$ cat config.mk
export PLATFORM = sky130hd
export DESIGN_NAME = ddr_arbiter
export DESIGN_NICKNAME = d
export VERILOG_FILES = /design/src/rtl/ddr_arbiter.sv
export SDC_FILE = /design/constraint.sdc
export NUM_CORES = 1
export LEC_CHECK = 0
export CAP_MARGIN = 20
export CORE_AREA = 2 2 587 589
export DETAILED_ROUTE_END_ITERATION = 8
export DIE_AREA = 0 0 589 591
export SYNTH_ARGS = -nofsm -noshare
export SYNTH_HDL_FRONTEND = slang
export SYNTH_SLANG_ARGS = --single-unit
$ cat constraint.sdc
create_clock -name clock -period 70.3 [get_ports clock]
set_input_delay 14.06 -clock clock [delete_from_list [all_inputs] [get_ports clock]]
set_output_delay 14.06 -clock clock [all_outputs]
set_load 0.1 [all_outputs]
$ cat src/rtl/ddr_arbiter.sv
// Arbitrates fetch, load and store requesters onto a single DDR port, one transaction at a time.
// Priority is store > load > fetch, with a fetch override after STARVE_LIMIT grants and a WAIT timeout.
module ddr_arbiter #(
   parameter int STARVE_LIMIT = 4,
   parameter int TIMEOUT      = 1024
) (
   input  logic          clock,
   input  logic          reset,
   input  logic          fetch_req,
   input  logic [18:0]   fetch_index,
   output logic          fetch_done,
   output logic [511:0]  fetch_inst,
   input  logic          load_req,
   input  logic [18:0]   load_index,
   output logic          load_done,
   output logic [63:0]   load_data,
   input  logic          store_req,
   input  logic [18:0]   store_index,
   input  logic [63:0]   store_mask,
   input  logic [63:0]   store_data,
   output logic          store_done,
   output logic          err_timeout,
   output logic          ddr_chip_enable,
   output logic          ddr_write_enable,
   output logic          ddr_burst_mode,
   output logic [18:0]   ddr_index,
   output logic [63:0]   ddr_opstore_write_mask,
   output logic [63:0]   ddr_opstore_write_data,
   input  logic [63:0]   ddr_opload_read_data,
   input  logic [511:0]  ddr_pc_read_inst,
   input  logic          ddr_operation_done,
   input  logic          ddr_ready
);
   localparam int SW = $clog2(STARVE_LIMIT + 1);
   localparam int WW = $clog2(TIMEOUT + 1);
   localparam logic [SW-1:0] STARVE_MAX = SW'(STARVE_LIMIT);
   localparam logic [WW-1:0] WAIT_LAST  = WW'(TIMEOUT - 1);

   typedef enum logic {IDLE, WAIT} state_t;
   typedef enum logic [1:0] {SRC_NONE, SRC_FETCH, SRC_LOAD, SRC_STORE} src_t;

   typedef struct packed {
      logic        we;
      logic        burst;
      logic [18:0] index;
      logic [63:0] mask;
      logic [63:0] data;
   } ddr_cmd_t;

   state_t          state, state_nxt;
   src_t            sel, gnt;
   ddr_cmd_t        cmd_nxt;
   logic            finish, tmo, any_done;
   logic [SW-1:0]   starve_cnt;
   logic [WW-1:0]   wait_cnt;

   // The IDLE cycle carrying a done pulse never grants, so a requester that
   // still shows its old req in that cycle is not issued twice.
   assign any_done = fetch_done | load_done | store_done;

   always_ff @(posedge clock or posedge reset) begin
      if (reset) state <= IDLE;
      else       state <= state_nxt;
   end

   always_comb begin
      state_nxt = state;
      sel       = SRC_NONE;
      finish    = 1'b0;
      tmo       = 1'b0;
      case (state)
         IDLE: begin
            if (ddr_ready && !any_done && (fetch_req || load_req || store_req)) begin
               state_nxt = WAIT;
               if (fetch_req && starve_cnt == STARVE_MAX) sel = SRC_FETCH;
               else if (store_req)                        sel = SRC_STORE;
               else if (load_req)                         sel = SRC_LOAD;
               else                                       sel = SRC_FETCH;
            end
         end
         WAIT: begin
            if (ddr_operation_done) begin
               finish    = 1'b1;
               state_nxt = IDLE;
            end else if (wait_cnt == WAIT_LAST) begin
               finish    = 1'b1;
               tmo       = 1'b1;
               state_nxt = IDLE;
            end
         end
         default: state_nxt = IDLE;
      endcase
   end

   always_comb begin
      cmd_nxt = '0;
      case (sel)
         SRC_FETCH: begin
            cmd_nxt.burst = 1'b1;
            cmd_nxt.index = fetch_index;
         end
         SRC_LOAD:  cmd_nxt.index = load_index;
         SRC_STORE: begin
            cmd_nxt.we    = 1'b1;
            cmd_nxt.index = store_index;
            cmd_nxt.mask  = store_mask;
            cmd_nxt.data  = store_data;
         end
         default: ;
      endcase
   end

   always_ff @(posedge clock or posedge reset) begin
      if (reset) begin
         gnt                    <= SRC_NONE;
         starve_cnt             <= '0;
         wait_cnt               <= '0;
         ddr_chip_enable        <= 1'b0;
         ddr_write_enable       <= 1'b0;
         ddr_burst_mode         <= 1'b0;
         ddr_index              <= '0;
         ddr_opstore_write_mask <= '0;
         ddr_opstore_write_data <= '0;
         fetch_done             <= 1'b0;
         load_done              <= 1'b0;
         store_done             <= 1'b0;
         fetch_inst             <= '0;
         load_data              <= '0;
         err_timeout            <= 1'b0;
      end else begin
         ddr_chip_enable <= (sel != SRC_NONE);
         fetch_done      <= 1'b0;
         load_done       <= 1'b0;
         store_done      <= 1'b0;
         if (sel != SRC_NONE) begin
            gnt                    <= sel;
            wait_cnt               <= '0;
            ddr_write_enable       <= cmd_nxt.we;
            ddr_burst_mode         <= cmd_nxt.burst;
            ddr_index              <= cmd_nxt.index;
            ddr_opstore_write_mask <= cmd_nxt.mask;
            ddr_opstore_write_data <= cmd_nxt.data;
            if (sel == SRC_FETCH)
               starve_cnt <= '0;
            else if (fetch_req && starve_cnt != STARVE_MAX)
               starve_cnt <= starve_cnt + 1'b1;
         end else if (state == WAIT) begin
            wait_cnt <= wait_cnt + 1'b1;
         end
         // A timed-out transaction still completes its requester, but leaves data untouched.
         if (finish) begin
            if (tmo) err_timeout <= 1'b1;
            case (gnt)
               SRC_FETCH: begin
                  fetch_done <= 1'b1;
                  if (!tmo) fetch_inst <= ddr_pc_read_inst;
               end
               SRC_LOAD: begin
                  load_done <= 1'b1;
                  if (!tmo) load_data <= ddr_opload_read_data;
               end
               SRC_STORE: store_done <= 1'b1;
               default: ;
            endcase
         end
      end
   end
endmodule
==> Word level (Yosys, flattened, before mapping) <==
Cells that the tools add are included.
{ "classes": {"reduce_logical": 14, "n_mux": 28, "n_eq_ne": 9, "bitwise": 4, "n_addsub": 2} }
{ "ops": {"columns": ["cell", "n"], "rows": [
  ["$mux 128", 1],
  ["$pmux 19 s3", 1],
  ["$mux 11", 2],
  ["$mux 1", 16],
  ["$add 11x1->11 const B", 1],
  ["$eq 11x10->1 const B", 1],
  ["$mux 2", 5],
  ["$eq 2x2->1 const B", 4],
  ["$mux 3", 2],
  ["$reduce_and 3->1", 2],
  ["$reduce_bool 2->1", 3],
  ["$eq 2x1->1 const B", 2],
  ["$logic_and 1x1->1", 4],
  ["$reduce_and 2->1", 2],
  ["$add 3x1->3 const B", 1],
  ["$eq 3x3->1 const B", 1],
  ["$ne 3x3->1 const B", 1],
  ["$logic_or 1x1->1", 2],
  ["$not 1->1", 2],
  ["$or 1x1->1", 2],
  ["$pmux 1 s2", 1],
  ["$logic_not 1->1", 1]
]} }
{ "totals": {"inputBits": 768, "register_bits": 747} }

==> Depth between registers and ports, before layout <==
{ "logic_depth": {"word_depth": 10, "depth_mapped": 8} }

==> Least setup slack after synthesis <==
OpenSTA, ideal clock, no wires.
{ "synth_timing": {"path_type": "in2reg", "startpoint": "in ddr_operation_done", "endpoint": "reg fetch_inst[0]", "path_buffers": 3, "t_arrival_ns": 15.210, "stages": 6, "path_slack_ns": 54.965, "cell_sequence": "inv_1 -> or3_1 -> buf_6 -> buf_12 -> buf_12 -> mux2_4"} }
{ "synth_via": {"elab_chain_len": 4, "elab_cells_between_ends": 6, "classes_between": "mux: 4; bitwise: 1; reduce/logical: 1"} }
{ "synth_rtl": {"columns": ["element", "line_no", "source"], "rows": [
  ["start, declared", "31", "input logic ddr_operation_done,"],
  ["$mux 1", "82", "if (ddr_operation_done) begin"],
  ["$mux 1", "71", "case (state)"],
  ["$not 1->1 (no line)", null, null],
  ["$reduce_and 3->1 (no line) (*)", null, null],
  ["end signal, assigned", "156", "if (!tmo) fetch_inst <= ddr_pc_read_inst;"],
  ["end, declared", "12", "output logic [511:0] fetch_inst,"]
]} }
Mark *: on every way between the ends. The rest lies on a longest branch, timed or not.
A chain may end at the register's enable or synchronous reset.

==> Final worst setup path <==
{ "layout_timing": {"startpoint": "in ddr_operation_done", "endpoint": "reg fetch_inst[223]"} }
The elaborated chain is that of the path after synthesis.

==> metrics.txt <==
layout cell share with drive strength beyond 1 0.363; die height 591 um; setup TNS 0 ns; Yosys warnings 0; EDFF count, synth 0; Final Cycle Share 0.263; Worst Path Required 70.98 ns; clock slew at reported path FFs 0.06 ns; Max Clk Rate 54.1 MHz; syn_nets 2498; worst reg2reg path startpoint state; Hold Path End ddr_write_enable; Overflow after GRT 0; CTS tree yes; Top Family by Delay on Critical Path buffers and inverters; Root Buffer clkbuf_16; DR pass1 iterations 6; most frequent cell after synthesis dfrtp_1; Setup Buffers After CTS 0; via count 23100; num rows 215; Arr. time, crit path 19.16 ns; setup violators final 0; CP peak stage delay 0.91 ns; share of the synthesized area in the top cell type 0.615; R2R Setup Slk 65.04 ns; Max Buffers Root-to-Sink 4; Setup crit end kind register; chip width 589 um; H-tree depth 3; Clock Sinks 747; outcome finished clean; Placer Congestion 0.892; first-pass GRT wire length 326 mm; worst-path maximum fanout 59; RSZ-0062 raised after global routing no; DRC Markers 0; post_cts resized 0; ys async rst share 1.00; cells on worst reg2reg path 7; Max-slew headroom 0.159; vias in the first global route 24200; top post-synthesis cells by count 747 x dfrtp_1, 480 x mux2_4, 146 x a22o_1; Tot GR Track Use 0.150; core area 342000 sq um; Final Hold Viols 0; CP Depth 8; Mapped Cells 1727; Hold-fix buffers, CTS 0; Seq/Total Area, Yosys 0.615; detail-routed via count per cell 2.92; ANT nets after route 0; CP bufs+invs 6; top cells by area, synth dfrtp_1 62%, mux2_4 24%, a22o_1 4.2%; total CTS buffers 102; Die ar. 348000 sq um; Mapped Area 30400 sq um; CP Cell Sequence clkdlybuf4s50_1 -> inv_1 -> or3_4 -> buf_4 -> buf_4 -> buf_4 -> buf_4 -> mux2_4; min cycle time layout 18.48 ns; critical path's slowest cell buf_4; synthesized area per cell 17.6 sq um; HP Class reg -> reg; pin count of the biggest net entering global routing 121; r2r endpoint fetch_inst[223]; Starting Density 0.0888; Top cell by count, worst path buf_4; MaxCap Viol Count 0; post-synthesis register bit count 747; Synth Flop Type dfrtp_1; fillcell total 37500; Final Skew 0.0637 ns; post-detail-place hpwl 238 mm; hold depth 1; critical path type in -> reg; Max Slew Vio Count 0; Final nets 4033; detailed-route wire length per cell 34.1 um; Area Overhead vs Synth 75.0%; Worst-Margin Slew 1.26 ns; initial antenna violation count 226; synth unique cells 41; Critical Path Start Type primary input; area leader, netlist dfrtp_1; Port Buffers 1497; # IOs 1498; final wirelength 270 mm; Hold Crit Start ddr_write_enable; Skew-Pair Late Insertion Delay 0.84 ns; DRT iter0 DRCs 1479
layout by cell type (no fill, tap or decap), types with 3 or more instances in the layout:
cell type / Yosys / final
clkinv_4: 0 / 4
buf_12: 44 / 38
mux2_4: 480 / 480
clkinv_2: 0 / 15
nand2_1: 34 / 34
clkbuf_1: 15 / 19
mux2_2: 97 / 97
clkinvlp_4: 0 / 5
nand3_1: 13 / 12
a22o_1: 146 / 146
inv_1: 5 / 4
bufinv_16: 0 / 13
nor2_1: 4 / 4
ha_1: 3 / 3
buf_4: 3 / 420
o21ai_0: 33 / 32
diode_2: 0 / 22
clkbuf_16: 0 / 102
nor3_1: 5 / 5
a22oi_1: 18 / 18
nand4_1: 3 / 3
dfrtp_1: 747 / 747
clkbuf_8: 0 / 16
clkdlybuf4s50_1: 0 / 1077
stage by stage:
stage | std cells | util | worst slack [ns] | area (sq um) | hold WS [ns]
floorplan | 1727 | - | 35.28 | 30400 | 0.457
global placement | 7703 | 0.144 | 51.17 | 49400 | 0.464
detailed placement | 7709 | 0.145 | 51.05 | 49500 | 0.469
CTS | 7887 | 0.155 | 51.94 | 53000 | 0.482
global route | 7910 | 0.155 | 51.70 | 53100 | 0.500
finish | 7915 | 0.155 | 51.82 | 53100 | 0.483
logic make-up after synthesis:
group / synth area share
buffers and inverters: 0.0420
AO/OA/AOI/OAI: 0.0545
AND/OR/NAND/NOR: 0.0126
XOR/XNOR: 0.000577
flip-flops: 0.615
adder cells (fa/ha/maj): 0.00124
multiplexers: 0.274
sequential cells by signal (all words and copies together) (netlist names), 2 cells and up:
| name | cells |
|---|---|
| ddr_index | 19 |
| ddr_opstore_write_data | 64 |
| ddr_opstore_write_mask | 64 |
| fetch_inst | 512 |
| gnt | 2 |
| load_data | 64 |
| starve_cnt | 3 |
| wait_cnt | 11 |
how the worst max path moves through the flow:
stage,start,to,slack (ns)
6_report,ddr_operation_done,fetch_inst[223],51.82
5_1_grt,ddr_operation_done,fetch_inst[223],51.70
4_1_cts,ddr_operation_done,fetch_inst[220],51.94
3_5_place_dp,ddr_operation_done,fetch_inst[223],51.05
3_3_place_gp,ddr_operation_done,fetch_inst[164],51.17
2_1_floorplan,reset,ddr_burst_mode,35.28
area by class of cell:
class	instances	area [sq um]	share of cell area
flip-flops and latches	747	18700	0.352
repair buffers	1539	14800	0.278
multi-input cells	865	10500	0.197
well taps	4557	5700	0.107
clock buffers	137	2840	0.0535
clock inverters	41	603	0.0113
diodes	22	55.1	0.00104
inverters	7	33.8	0.000636
routing by layer:
layer  track usage  vias to the layer above  part of all wire
li1              -                     9345                 -
met1         0.142                    11400              0.32
met2         0.241                     1722              0.45
met3         0.125                      586              0.18
met4        0.0496                       40             0.041
met5             0                        -           0.00098
Power is not shown: default switching activity piles up to over one toggle a cycle in this logic, so the estimate is an artifact.
